<file path="src/rtl/clkgen_ctrl.sv">
// Programmable clock/pulse generator: start phase, high and low times in clk cycles, glitch-free config updates.
// Optional macro CLKGEN_CTRL_ERRCHK_EN rejects zero ton/toff words instead of clamping them to 1.
module clkgen_ctrl #(
    parameter int CNT_W = 16
) (
    input  logic             clk,
    input  logic             rst,
    input  logic             cfg_valid,
    output logic             cfg_ready,
    input  logic [CNT_W-1:0] cfg_phase,
    input  logic [CNT_W-1:0] cfg_ton,
    input  logic [CNT_W-1:0] cfg_toff,
    input  logic             start,
    input  logic             stop,
    output logic             clk_out,
    output logic             busy,
    output logic             period_tick,
    output logic             cfg_err
);

    // state | meaning
    // IDLE  | halted, output low, shadow copied straight to active
    // PHASE | counting the start phase before the first rising edge
    // HIGH  | output high for ton cycles
    // LOW   | output low for toff cycles; terminal cycle is the period boundary
    typedef enum logic [1:0] {IDLE, PHASE, HIGH, LOW} state_t;

    localparam logic [CNT_W-1:0] ONE = CNT_W'(1);

    state_t           state, state_nxt;
    logic [CNT_W-1:0] cnt, cnt_nxt;
    logic [CNT_W-1:0] act_phase, act_ton, act_toff;
    logic [CNT_W-1:0] sh_phase, sh_ton, sh_toff;
    logic             sh_pend, stop_pend;
    logic [CNT_W-1:0] eff_phase, eff_ton;
    logic [CNT_W-1:0] wr_ton, wr_toff;
    logic             xfer, word_bad, sh_load, tick, copy, stop_req;

    assign cfg_ready = !sh_pend;
    assign xfer      = cfg_valid && cfg_ready;

`ifdef CLKGEN_CTRL_ERRCHK_EN
    assign word_bad = (cfg_ton == '0) || (cfg_toff == '0);
    assign wr_ton   = cfg_ton;
    assign wr_toff  = cfg_toff;
`else
    assign word_bad = 1'b0;
    assign wr_ton   = (cfg_ton == '0) ? ONE : cfg_ton;
    assign wr_toff  = (cfg_toff == '0) ? ONE : cfg_toff;
`endif

    assign sh_load  = xfer && !word_bad;
    assign tick     = (state == LOW) && (cnt == '0);
    assign copy     = sh_pend && ((state == IDLE) || tick);
    assign stop_req = stop || stop_pend;

    // A pending word copied on this edge must also steer the counter load on this edge.
    assign eff_phase = sh_pend ? sh_phase : act_phase;
    assign eff_ton   = sh_pend ? sh_ton   : act_ton;

    always_comb begin
        state_nxt = state;
        cnt_nxt   = cnt;
        case (state)
            IDLE: begin
                if (start && !stop) begin
                    if (eff_phase == '0) begin
                        state_nxt = HIGH;
                        cnt_nxt   = eff_ton - ONE;
                    end else begin
                        state_nxt = PHASE;
                        cnt_nxt   = eff_phase - ONE;
                    end
                end
            end
            PHASE: begin
                if (cnt == '0) begin
                    state_nxt = HIGH;
                    cnt_nxt   = act_ton - ONE;
                end else begin
                    cnt_nxt = cnt - ONE;
                end
            end
            HIGH: begin
                if (cnt == '0) begin
                    state_nxt = LOW;
                    cnt_nxt   = act_toff - ONE;
                end else begin
                    cnt_nxt = cnt - ONE;
                end
            end
            LOW: begin
                if (cnt == '0) begin
                    if (stop_req) begin
                        state_nxt = IDLE;
                        cnt_nxt   = '0;
                    end else begin
                        state_nxt = HIGH;
                        cnt_nxt   = eff_ton - ONE;
                    end
                end else begin
                    cnt_nxt = cnt - ONE;
                end
            end
            default: begin
                state_nxt = IDLE;
                cnt_nxt   = '0;
            end
        endcase
    end

    always_ff @(posedge clk or posedge rst) begin
        if (rst) begin
            state <= IDLE;
            cnt   <= '0;
        end else begin
            state <= state_nxt;
            cnt   <= cnt_nxt;
        end
    end

    always_ff @(posedge clk or posedge rst) begin
        if (rst) begin
            sh_phase  <= '0;
            sh_ton    <= ONE;
            sh_toff   <= ONE;
            sh_pend   <= 1'b0;
            act_phase <= '0;
            act_ton   <= ONE;
            act_toff  <= ONE;
        end else begin
            if (sh_load) begin
                sh_phase <= cfg_phase;
                sh_ton   <= wr_ton;
                sh_toff  <= wr_toff;
                sh_pend  <= 1'b1;
            end else if (copy) begin
                sh_pend <= 1'b0;
            end
            if (copy) begin
                act_phase <= sh_phase;
                act_ton   <= sh_ton;
                act_toff  <= sh_toff;
            end
        end
    end

    // Stop requests arriving in IDLE are moot; while running they wait for the period end.
    always_ff @(posedge clk or posedge rst) begin
        if (rst) begin
            stop_pend <= 1'b0;
        end else if ((state == IDLE) || (tick && stop_req)) begin
            stop_pend <= 1'b0;
        end else if (stop) begin
            stop_pend <= 1'b1;
        end
    end

    // Outputs are registered from the current state, so they trail the state by one cycle.
    always_ff @(posedge clk or posedge rst) begin
        if (rst) begin
            clk_out     <= 1'b0;
            busy        <= 1'b0;
            period_tick <= 1'b0;
            cfg_err     <= 1'b0;
        end else begin
            clk_out     <= (state == HIGH);
            busy        <= (state != IDLE);
            period_tick <= tick;
            cfg_err     <= xfer && word_bad;
        end
    end

endmodule

</file>
<file path="config.mk">
export PLATFORM = sky130hd
export DESIGN_NAME = clkgen_ctrl
export DESIGN_NICKNAME = d
export VERILOG_FILES = /design/src/rtl/clkgen_ctrl.sv
export SDC_FILE = /design/constraint.sdc
export NUM_CORES = 1
export LEC_CHECK = 0
export BUFFER_PORTS_ARGS = -buffer_cell sky130_fd_sc_hd__buf_2
export CAP_MARGIN = 20
export CORE_MARGIN = 2
export CORE_UTILIZATION = 55
export DETAILED_ROUTE_END_ITERATION = 7
export GPL_TIMING_DRIVEN = 0
export HOLD_SLACK_MARGIN = 0.12
export PLACE_DENSITY = 0.77
export REMOVE_ABC_BUFFERS = 1
export SYNTH_ARGS = -nofsm -noshare
export SYNTH_HDL_FRONTEND = slang
export SYNTH_SLANG_ARGS = --single-unit
</file>
<file path="constraint.sdc">
create_clock -name clk -period 4.2 [get_ports clk]
set_clock_uncertainty 0.15 [all_clocks]
set_input_delay 0 -clock clk [delete_from_list [all_inputs] [get_ports clk]]
set_output_delay 0 -clock clk [all_outputs]
set_load 0.005 [all_outputs]
</file>
==> results of run 1 <==
[sequential cells by signal, summed over array words and instances (netlist names), 2 cells and up]
| name | cells |
|---|---|
| state | 2 |
| act_phase | 16 |
| act_ton | 16 |
| sh_ton | 16 |
| sh_toff | 16 |
| cnt | 16 |
| act_toff | 16 |
| sh_phase | 16 |
[Yosys cell counts (4+ instances only)]
cell type	count	area (µm²)
dfrtp_1	115	2880
mux2_2	88	991
nor2_1	47	176
nor3_1	43	215
xnor2_1	39	342
mux2i_1	30	300
a21oi_1	29	145
o21ai_0	29	145
nand2_1	28	105
xor2_1	20	175
nor4_1	19	119
clkbuf_1	17	63.8
inv_1	14	52.6
buf_2	11	55.1
nand3_1	10	50.1
mux2_4	9	135
o22ai_1	9	56.3
nor3b_1	8	60.1
o221ai_1	8	70.1
buf_1	7	26.3
nor4b_1	7	61.3
o211ai_1	7	52.6
or3_1	6	37.5
ha_1	5	62.6
nand4_1	5	31.3
o21a_1	5	37.5
a211oi_1	4	30.0
a31oi_1	4	25.0
buf_4	4	30.0
dfstp_2	4	105
nand2b_1	4	25.0
[path summary, 6_finish.rpt]
check	from	endpoint	slack, ns
worst max-delay path	sh_pend	cnt[4]	0.34
worst min-delay path	cfg_phase[0]	sh_phase[0]	0.18
worst max register to register	sh_pend	cnt[4]	0.34
worst min register to register	act_phase[13]	act_phase[13]	0.35
max in group asynchronous	rst	sh_pend	2.54
min in group asynchronous	rst	sh_toff[2]	0.65
[kinds of logic after synthesis]
family | count (synthesis) | share of synthesized area (%)
other | 1 | 0.0517
adder cells (fa/ha/maj) | 5 | 0.862
AND/OR/NAND/NOR | 207 | 16.3
AO/OA/AOI/OAI | 125 | 11.3
XOR/XNOR | 59 | 7.12
buffers and inverters | 56 | 3.60
flip-flops | 119 | 41.1
multiplexers | 127 | 19.7
[what timing repair did]
action	in CTS	in global routing
hold buffers	53	0
buffers inserted	0	1
endpoints found under the hold margin	175	0
gates resized for setup	0	1
setup endpoints to repair	0	7
[area by class of cell]
type	instances	share of cell area (%)
Clock inverter	11	1.17
Multi-Input combinational cell	524	45.9
Tap cell	172	2.45
Timing Repair Buffer	116	10.7
Sequential cell	119	34.0
Inverter	14	0.655
Clock buffer	21	5.13
[worst max-delay path: stages (launching register included)]
cell	delay, ns
dfrtp_4	0.59
buf_12	0.24
mux2i_1	0.38
ha_1	0.27
nor4bb_1	0.42
nor2_1	0.22
or4_1	0.81
nand3_1	0.25
o211ai_1	0.11
mux2_2	0.27
[power breakdown]
group / leakage [nW] / switching (mW) / total, mW / internal (mW)
Combinational: 2.24 / 0.207 / 0.438 / 0.231
Clock: 0.252 / 0.537 / 1.36 / 0.827
Sequential: 1.50 / 0.126 / 1.37 / 1.25
Total: 3.99 / 0.870 / 3.18 / 2.31
[metal layers]
layer / wire, µm / vias up / track usage [%] / share of wire [%]
met1: 8160 / 2969 / 36.5 / 43
met5: 0 / - / 0 / 0
met4: 333 / 0 / 7.59 / 1.8
met3: 1060 / 31 / 5.94 / 5.6
met2: 9270 / 191 / 46.1 / 49
li1: - / 2776 / - / -
[stage by stage]
stage / utilization, % / instance area [µm²] / worst slack [ns]
final: 68.7 / 8780 / 0.337
after floorplan: - / 7050 / -0.0587
after CTS: 68.5 / 8750 / 0.110
after detailed placement: 60.0 / 7670 / 0.109
after global routing: 68.7 / 8780 / 0.159
after global placement: 59.0 / 7540 / -1.20
==> results.tsv, run 1 <==
metric	value	unit
r2r worst-path depth	9	
Port Buf Inserts	56	
CTS tree	yes	
die height	119	µm
Cells after DPL	890	
# clock sinks	119	
Final period util	92.0	%
via count	5967	
Yosys reg bits	119	
critical path capture point type	flop	
Avg Synthesized Cell Area	10.4	µm²
Fmax	0.259	GHz
outcome	finished clean	
HP Class	input port to flop	
most frequent cells in the layout	dfrtp_1 (114), mux2_2 (88), buf_2 (56)	
commonest non-fill, non-tap cell in the layout	dfrtp_1	
Startpoint Class	flop	
average routed wire per standard cell	19.3	µm
Seq. cell area	2990	µm²
final hold violation count	0	
Pre-antenna DRT Iters	5	
critical path arrival	4.02	ns
critical path class	flop to flop	
Row Count	41	
fill cell count	938	
number of synthesized flops with an enable pin	0	
Routability Congestion	0.892	
first-pass GRT wire length	30800	µm
yosys warns	0	
final hold slack	0.184	ns
drt drc	0	
die footprint	14100	µm²
drt total wl	18800	µm
Final Power	3.18	mW
final cell count without fillers	977	
diode count	0	
initial antenna violation count	0	
endpoints failing setup	0	
Worst VDD drop	0.303	mV
layout cells sized above 1	27.0	%
slew margin rel.	38.2	%
Iter 0 DRT Violations	447	
Area Overhead vs Synth	21.0	%
Initial Util	56.8	%
final slew viol count	0	
area of the multi-input gates	4030	µm²
DIE WIDTH	119	µm
Netlist cell types	71	
asr flop ratio synth	100	%
number of global-route vias before repair	6012	
DRT antenna net count	0	
total track usage	27.7	%
RSZ-0062 raised after global routing	no	
leakage	3.99	nW
Max Cap Violations	0	
Num CTS Buffers	17	
pwr dens	362	nW/µm²
Synth Flop Type	dfrtp_1	
mapped cell area	7260	µm²
largest net degree at the start of global routing	63	
Final nets	850	
register area share after synthesis	41.1	%
gr ovfl total	0	
Fin Setup TNS	0	ns
detailed-route vias per instance	6.11	
maximum fanout along the worst path	30	
Syn Inst Count	699	
Clk Latency, worst-skew pair	0.42	ns
clock transition at the registers of the reported paths	0.06	ns
Worst-Margin Slew	0.924	ns
clock root buffer	clkbuf_16	
Req. time, crit path	4.35	ns
H-tree levels	4	
clk buf depth	2	
# IOs	58	
Tmin final	3.86	ns
Hold Crit Depth	3	
Post-DP HPWL	13000	µm
core footprint	12800	µm²
(Power assumes the default switching activity.)
==> run 2: changes to the inputs <==
--- a/config.mk
+++ b/config.mk
@@ -5,6 +5,7 @@
 export SDC_FILE = /design/constraint.sdc
 export NUM_CORES = 1
 export LEC_CHECK = 0
+export ABC_AREA = 1
 export BUFFER_PORTS_ARGS = -buffer_cell sky130_fd_sc_hd__buf_2
 export CAP_MARGIN = 20
 export CORE_MARGIN = 2
==> constraint.sdc (replaced) <==
create_clock -name clk -period 4.2 [get_ports clk]
set_clock_uncertainty 0.15 [all_clocks]
set_input_delay 0 -clock clk [delete_from_list [all_inputs] [get_ports clk]]
set_output_delay 0 -clock clk [all_outputs]
set_load 0.05 [all_outputs]
==> run 2 against run 1 <==
  * Cell area rose by 9.7%
  * First-iteration DRC count rose by 71%
  * Die area rose by 6.0%
  * Highest routed layer unchanged
  * Critical path type unchanged
==> results.tsv, run 2 <==
metric	value	unit
initial antenna violation count	0	
Worst-Margin Slew	1.06	ns
largest net degree at the start of global routing	97	
final hold violation count	0	
Synth Flop Type	dfrtp_1	
drt total wl	21300	µm
M3 GR Usage	6.09	%
register area share after synthesis	38.7	%
maximum fanout along the worst path	96	
pwr dens	752	nW/µm²
outcome	finished clean	
Yosys reg bits	119	
Initial Util	56.0	%
fin util	69.9	%
yosys warns	0	
Post-synth top cells	nand2_1 (425), inv_1 (135), nor2_1 (126)	
Pre-antenna DRT Iters	5	
slew margin rel.	29.2	%
Fin Setup TNS	0	ns
total track usage	30.2	%
mapped cell area	7710	µm²
number of synthesized flops with an enable pin	0	
via count	7891	
Iter 0 DRT Violations	763	
Synth top area share	37.3	%
cell taking the most area after synthesis	dfrtp_1	
GRT met1 Usage	42.8	%
leakage	4.71	nW
Worst Slack Setup Final	0.504	ns
number of global-route vias before repair	7306	
Post-DP HPWL	14300	µm
RSZ-0062 raised after global routing	no	
DRT antenna net count	0	
Fmax	0.271	GHz
H-tree levels	4	
detailed-route vias per instance	5.24	
Worst VDD drop	0.421	mV
most frequent cells in the layout	nand2_1 (424), inv_1 (134), nor2_1 (125)	
final slew viol count	0	
Req. time, crit path	4.35	ns
Max Cap Violations	0	
die footprint	15000	µm²
endpoints failing setup	0	
Final period util	88.0	%
drt drc	0	
HP Class	input port to flop	
clock root buffer	clkbuf_16	
die height	122	µm
clock transition at the registers of the reported paths	0.06	ns
Row Count	43	
Clk Latency, worst-skew pair	0.42	ns
average routed wire per standard cell	14.1	µm
final hold slack	0.165	ns
fill cell count	1181	
layout cells sized above 1	9.58	%
# clock sinks	119	
top cells by area, synth	dfrtp_1 (37%), nand2_1 (21%), o21ai_0 (7.6%)	
DIE WIDTH	122	µm
Final nets	1370	
Startpoint Class	flop	
met2 usage	46.6	%
clk buf depth	2	
Syn Inst Count	1180	
Netlist cell types	38	
Area Overhead vs Synth	25.0	%
critical path capture point type	flop	
Place WS	0.695	ns
Routability Congestion	0.944	
Top Usage Layer GRT	met2	
postcts setup bufs	0	
commonest non-fill, non-tap cell in the layout	nand2_1	
gr ovfl total	0	
Tmin final	3.70	ns
critical path arrival	3.85	ns
asr flop ratio synth	100	%
Avg Synthesized Cell Area	6.53	µm²
# IOs	58	
diode count	0	
Num CTS Buffers	17	
count leader, synth	nand2_1	
CTS tree	yes	
Port Buf Inserts	56	
critical path class	flop to flop	
core footprint	13800	µm²
first-pass GRT wire length	35300	µm
run 2: changes by cell type after synthesis, sizes merged, moves of 30 or more:
cell / delta
nand2: +402
nor3: -43
nand3: +68
o21ai: +111
xnor2: -35
mux2i: -30
nor2: +95
mux2: -97
inv: +124
run 2: through the flow:
stage          cell area (µm²)  instances  power [mW]
2_1_floorplan             7510       1143        4.49
3_3_place_gp              8020       1379        5.30
3_5_place_dp              8110       1382        5.38
4_1_cts                   9630       1505        7.15
5_1_grt                   9630       1505        7.87
6_report                  9630       1505        7.24
run 2: final timing paths:
check	from	endpoint	slack, ns	cells past startpoint
max reg2reg	state[0]	act_ton[12]	0.50	5
max	state[0]	act_ton[12]	0.50	5
min	cfg_valid	sh_ton[14]	0.17	6
min reg2reg	act_phase[5]	act_phase[5]	0.34	2
min in group asynchronous	rst	sh_ton[14]	0.60	4
max in group asynchronous	rst	cnt[15]	2.60	5
run 2: layer usage:
metal / part of all wire, % / vias to the layer above
li1: - / 3987
met1: 47 / 3587
met2: 45 / 276
met3: 6.0 / 41
met4: 2.4 / 0
met5: 0 / -
run 2: power breakdown:
part | total, mW | switching, mW | internal [mW]
Clock | 1.51 | 0.530 | 0.979
Sequential | 2.00 | 0.363 | 1.64
Combinational | 3.73 | 2.46 | 1.28
run 2: final cells by class:
class,instances,area [µm²],area share [%]
Clock buffer,21,470,4.88
Clock inverter,11,146,1.52
Inverter,140,531,5.51
Multi-Input combinational cell,884,4020,41.7
Sequential cell,119,2980,31.0
Tap cell,180,225,2.34
Timing Repair Buffer,150,1260,13.1
run 2: kinds of logic after synthesis:
family          after synthesis  share of synthesized area, %
simple gates                683                          36.8
buf+inv                     177                          9.38
compound gates              169                          11.3
flops                       119                          38.7
xor+xnor                     26                          2.95
fa+ha+maj                     5                         0.812
other cells                   1                        0.0486
run 2: timing repair:
action,in CTS,in global routing
endpoints found under the hold margin,185,0
resized for setup,0,0
hold buffers,91,0
run 2: worst max-delay path: stages, from the launching register on:
cell and delay, ns:
dfrtp_1 0.42, nor2_2 0.84, clkinv_1 0.55, o21ai_1 0.50, nand2_4 0.64, o21ai_0 0.45
==> run 3: changes to the inputs <==
--- a/config.mk
+++ b/config.mk
@@ -9,11 +9,10 @@
 export BUFFER_PORTS_ARGS = -buffer_cell sky130_fd_sc_hd__buf_2
 export CAP_MARGIN = 20
 export CORE_MARGIN = 2
-export CORE_UTILIZATION = 55
+export CORE_UTILIZATION = 35
 export DETAILED_ROUTE_END_ITERATION = 7
 export GPL_TIMING_DRIVEN = 0
 export HOLD_SLACK_MARGIN = 0.12
-export PLACE_DENSITY = 0.77
 export REMOVE_ABC_BUFFERS = 1
 export SYNTH_ARGS = -nofsm -noshare
 export SYNTH_HDL_FRONTEND = slang
==> run 3 against run 2 <==
  * Clock power is 5% higher
  * Largest power group unchanged
  * Critical endpoint is now act_phase[10]
  * Worst setup slack improved by 0.038 ns
  * Utilization down 25 points
  * Critical path type unchanged
  * First-iteration DRC count fell by 31%
  * Clock-buffer cell count grew 4
  * Sequential share of layout area fell by 0.45 points
  * Wire length grew 4.7%
  * Critical path depth stayed put
  * Combinational power about the same
==> results.tsv, run 3 (synthesized netlist as in run 2, its figures left out) <==
metric	value	unit
met2 usage	32.2	%
Final nets	1370	
commonest non-fill, non-tap cell in the layout	nand2_1	
leakage	4.72	nW
slew margin rel.	28.0	%
average routed wire per standard cell	13.9	µm
Max Cap Violations	0	
crit-path max cell delay	0.85	ns
Routability Congestion	0.945	
critical path capture point type	flop	
Slowest-stage cell, CP	nor2_2	
drt total wl	22300	µm
Iter 0 DRT Violations	523	
H-tree levels	4	
final hold slack	0.150	ns
diode count	0	
CTS tree	yes	
Row Count	54	
die height	152	µm
largest net degree at the start of global routing	97	
critical path class	flop to flop	
total track usage	19.7	%
via count	7656	
most frequent cells in the layout	nand2_1 (424), inv_1 (134), nor2_1 (125)	
# clock sinks	119	
clk buf depth	2	
Fin Setup TNS	0	ns
DRT antenna net count	0	
final hold violation count	0	
DIE WIDTH	152	µm
M3 GR Usage	2.90	%
Seq. cell area	2980	µm²
Post-DP HPWL	15600	µm
# IOs	58	
endpoints failing setup	0	
Hold Crit Depth	6	
Worst Slack Setup Final	0.542	ns
Place WS	0.559	ns
GRT met1 Usage	27.3	%
CP cell instances	nor2_2 -> clkinv_1 -> o21ai_1 -> nand2_4 -> o21ai_0	
final slew viol count	0	
clock transition at the registers of the reported paths	0.06	ns
die footprint	23200	µm²
Initial Util	35.5	%
core footprint	21700	µm²
Fmax	0.273	GHz
Final period util	87.1	%
CP Buf/Inv Count	1	
Num CTS Buffers	17	
Port Buf Inserts	56	
critical path arrival	3.82	ns
Pre-antenna DRT Iters	5	
fill cell count	2199	
RSZ-0062 raised after global routing	no	
Top Usage Layer GRT	met2	
drt drc	0	
outcome	finished clean	
first-pass GRT wire length	37200	µm
maximum fanout along the worst path	96	
Req. time, crit path	4.36	ns
Worst-Margin Slew	1.08	ns
fin util	45.1	%
Final Power	7.30	mW
pwr dens	747	nW/µm²
area of the multi-input gates	4020	µm²
layout cells sized above 1	9.43	%
Worst VDD drop	0.325	mV
Tmin final	3.66	ns
Area Overhead vs Synth	26.8	%
CTS resizes	0	
initial antenna violation count	0	
gr ovfl total	0	
Startpoint Class	flop	
clock root buffer	clkbuf_16	
detailed-route vias per instance	4.77	
instance count on the critical path	5	
r2r worst-path depth	5	
Clk Latency, worst-skew pair	0.42	ns
HP Class	input port to flop	
CP delay by family, top	simple AND/OR/NAND/NOR gates	
number of global-route vias before repair	7479	
[run 3: cell types whose count changed in the layout (fill, tap and decap cells not counted)]
cell and change:
clkinvlp_4 -3, clkbuf_8 +1, dlygate4sd3_1 -1, inv_6 -1, bufinv_16 +1, clkbuf_1 +3, buf_4 +1, clkinv_2 -1
[run 3: area by class of cell]
class,count,share of cell area (%)
Multi-Input combinational cell,884,41.1
Timing Repair Buffer,150,12.9
Clock inverter,7,1.43
Inverter,140,5.43
Clock buffer,25,5.07
Sequential cell,119,30.5
Tap cell,280,3.58
[run 3: layer usage]
metal,share of wire (%),wire length (µm)
met1,49,10900
met3,3.4,767
met5,0,0
met2,46,10300
met4,1.7,377
[run 3: worst paths after layout]
kind	start	end	slack [ns]
min reg2reg	act_phase[8]	act_phase[8]	0.33
max reg2reg	state[0]	act_phase[10]	0.54
max in group asynchronous	rst	sh_toff[0]	2.54
max	state[0]	act_phase[10]	0.54
min	cfg_valid	sh_ton[8]	0.15
min in group asynchronous	rst	sh_phase[9]	0.62
[run 3: tightest hold or removal path, stage by stage]
cell and delay [ns]:
buf_2 0.09, inv_1 0.08, nor2_4 0.14, buf_12 0.21, nand2_1 0.07, o21ai_0 0.07
[run 3: power breakdown]
part / switching, mW / internal (mW)
clock: 0.528 / 1.06
sequential: 0.361 / 1.64
combinational: 2.45 / 1.27
total: 3.34 / 3.96
[run 3: what timing repair did]
action / in CTS / in global routing
hold buffers: 90 / 0
endpoints found under the hold margin: 180 / 0
setup endpoints to repair: 0 / 0
setup buffers: 0 / 0
[run 3: through the flow]
stage / area (µm²) / cells
final: 9770 / 1605
after global routing: 9770 / 1605
after CTS: 9770 / 1604
after detailed placement: 8230 / 1482
after global placement: 8140 / 1479
after floorplan: 7510 / 1143
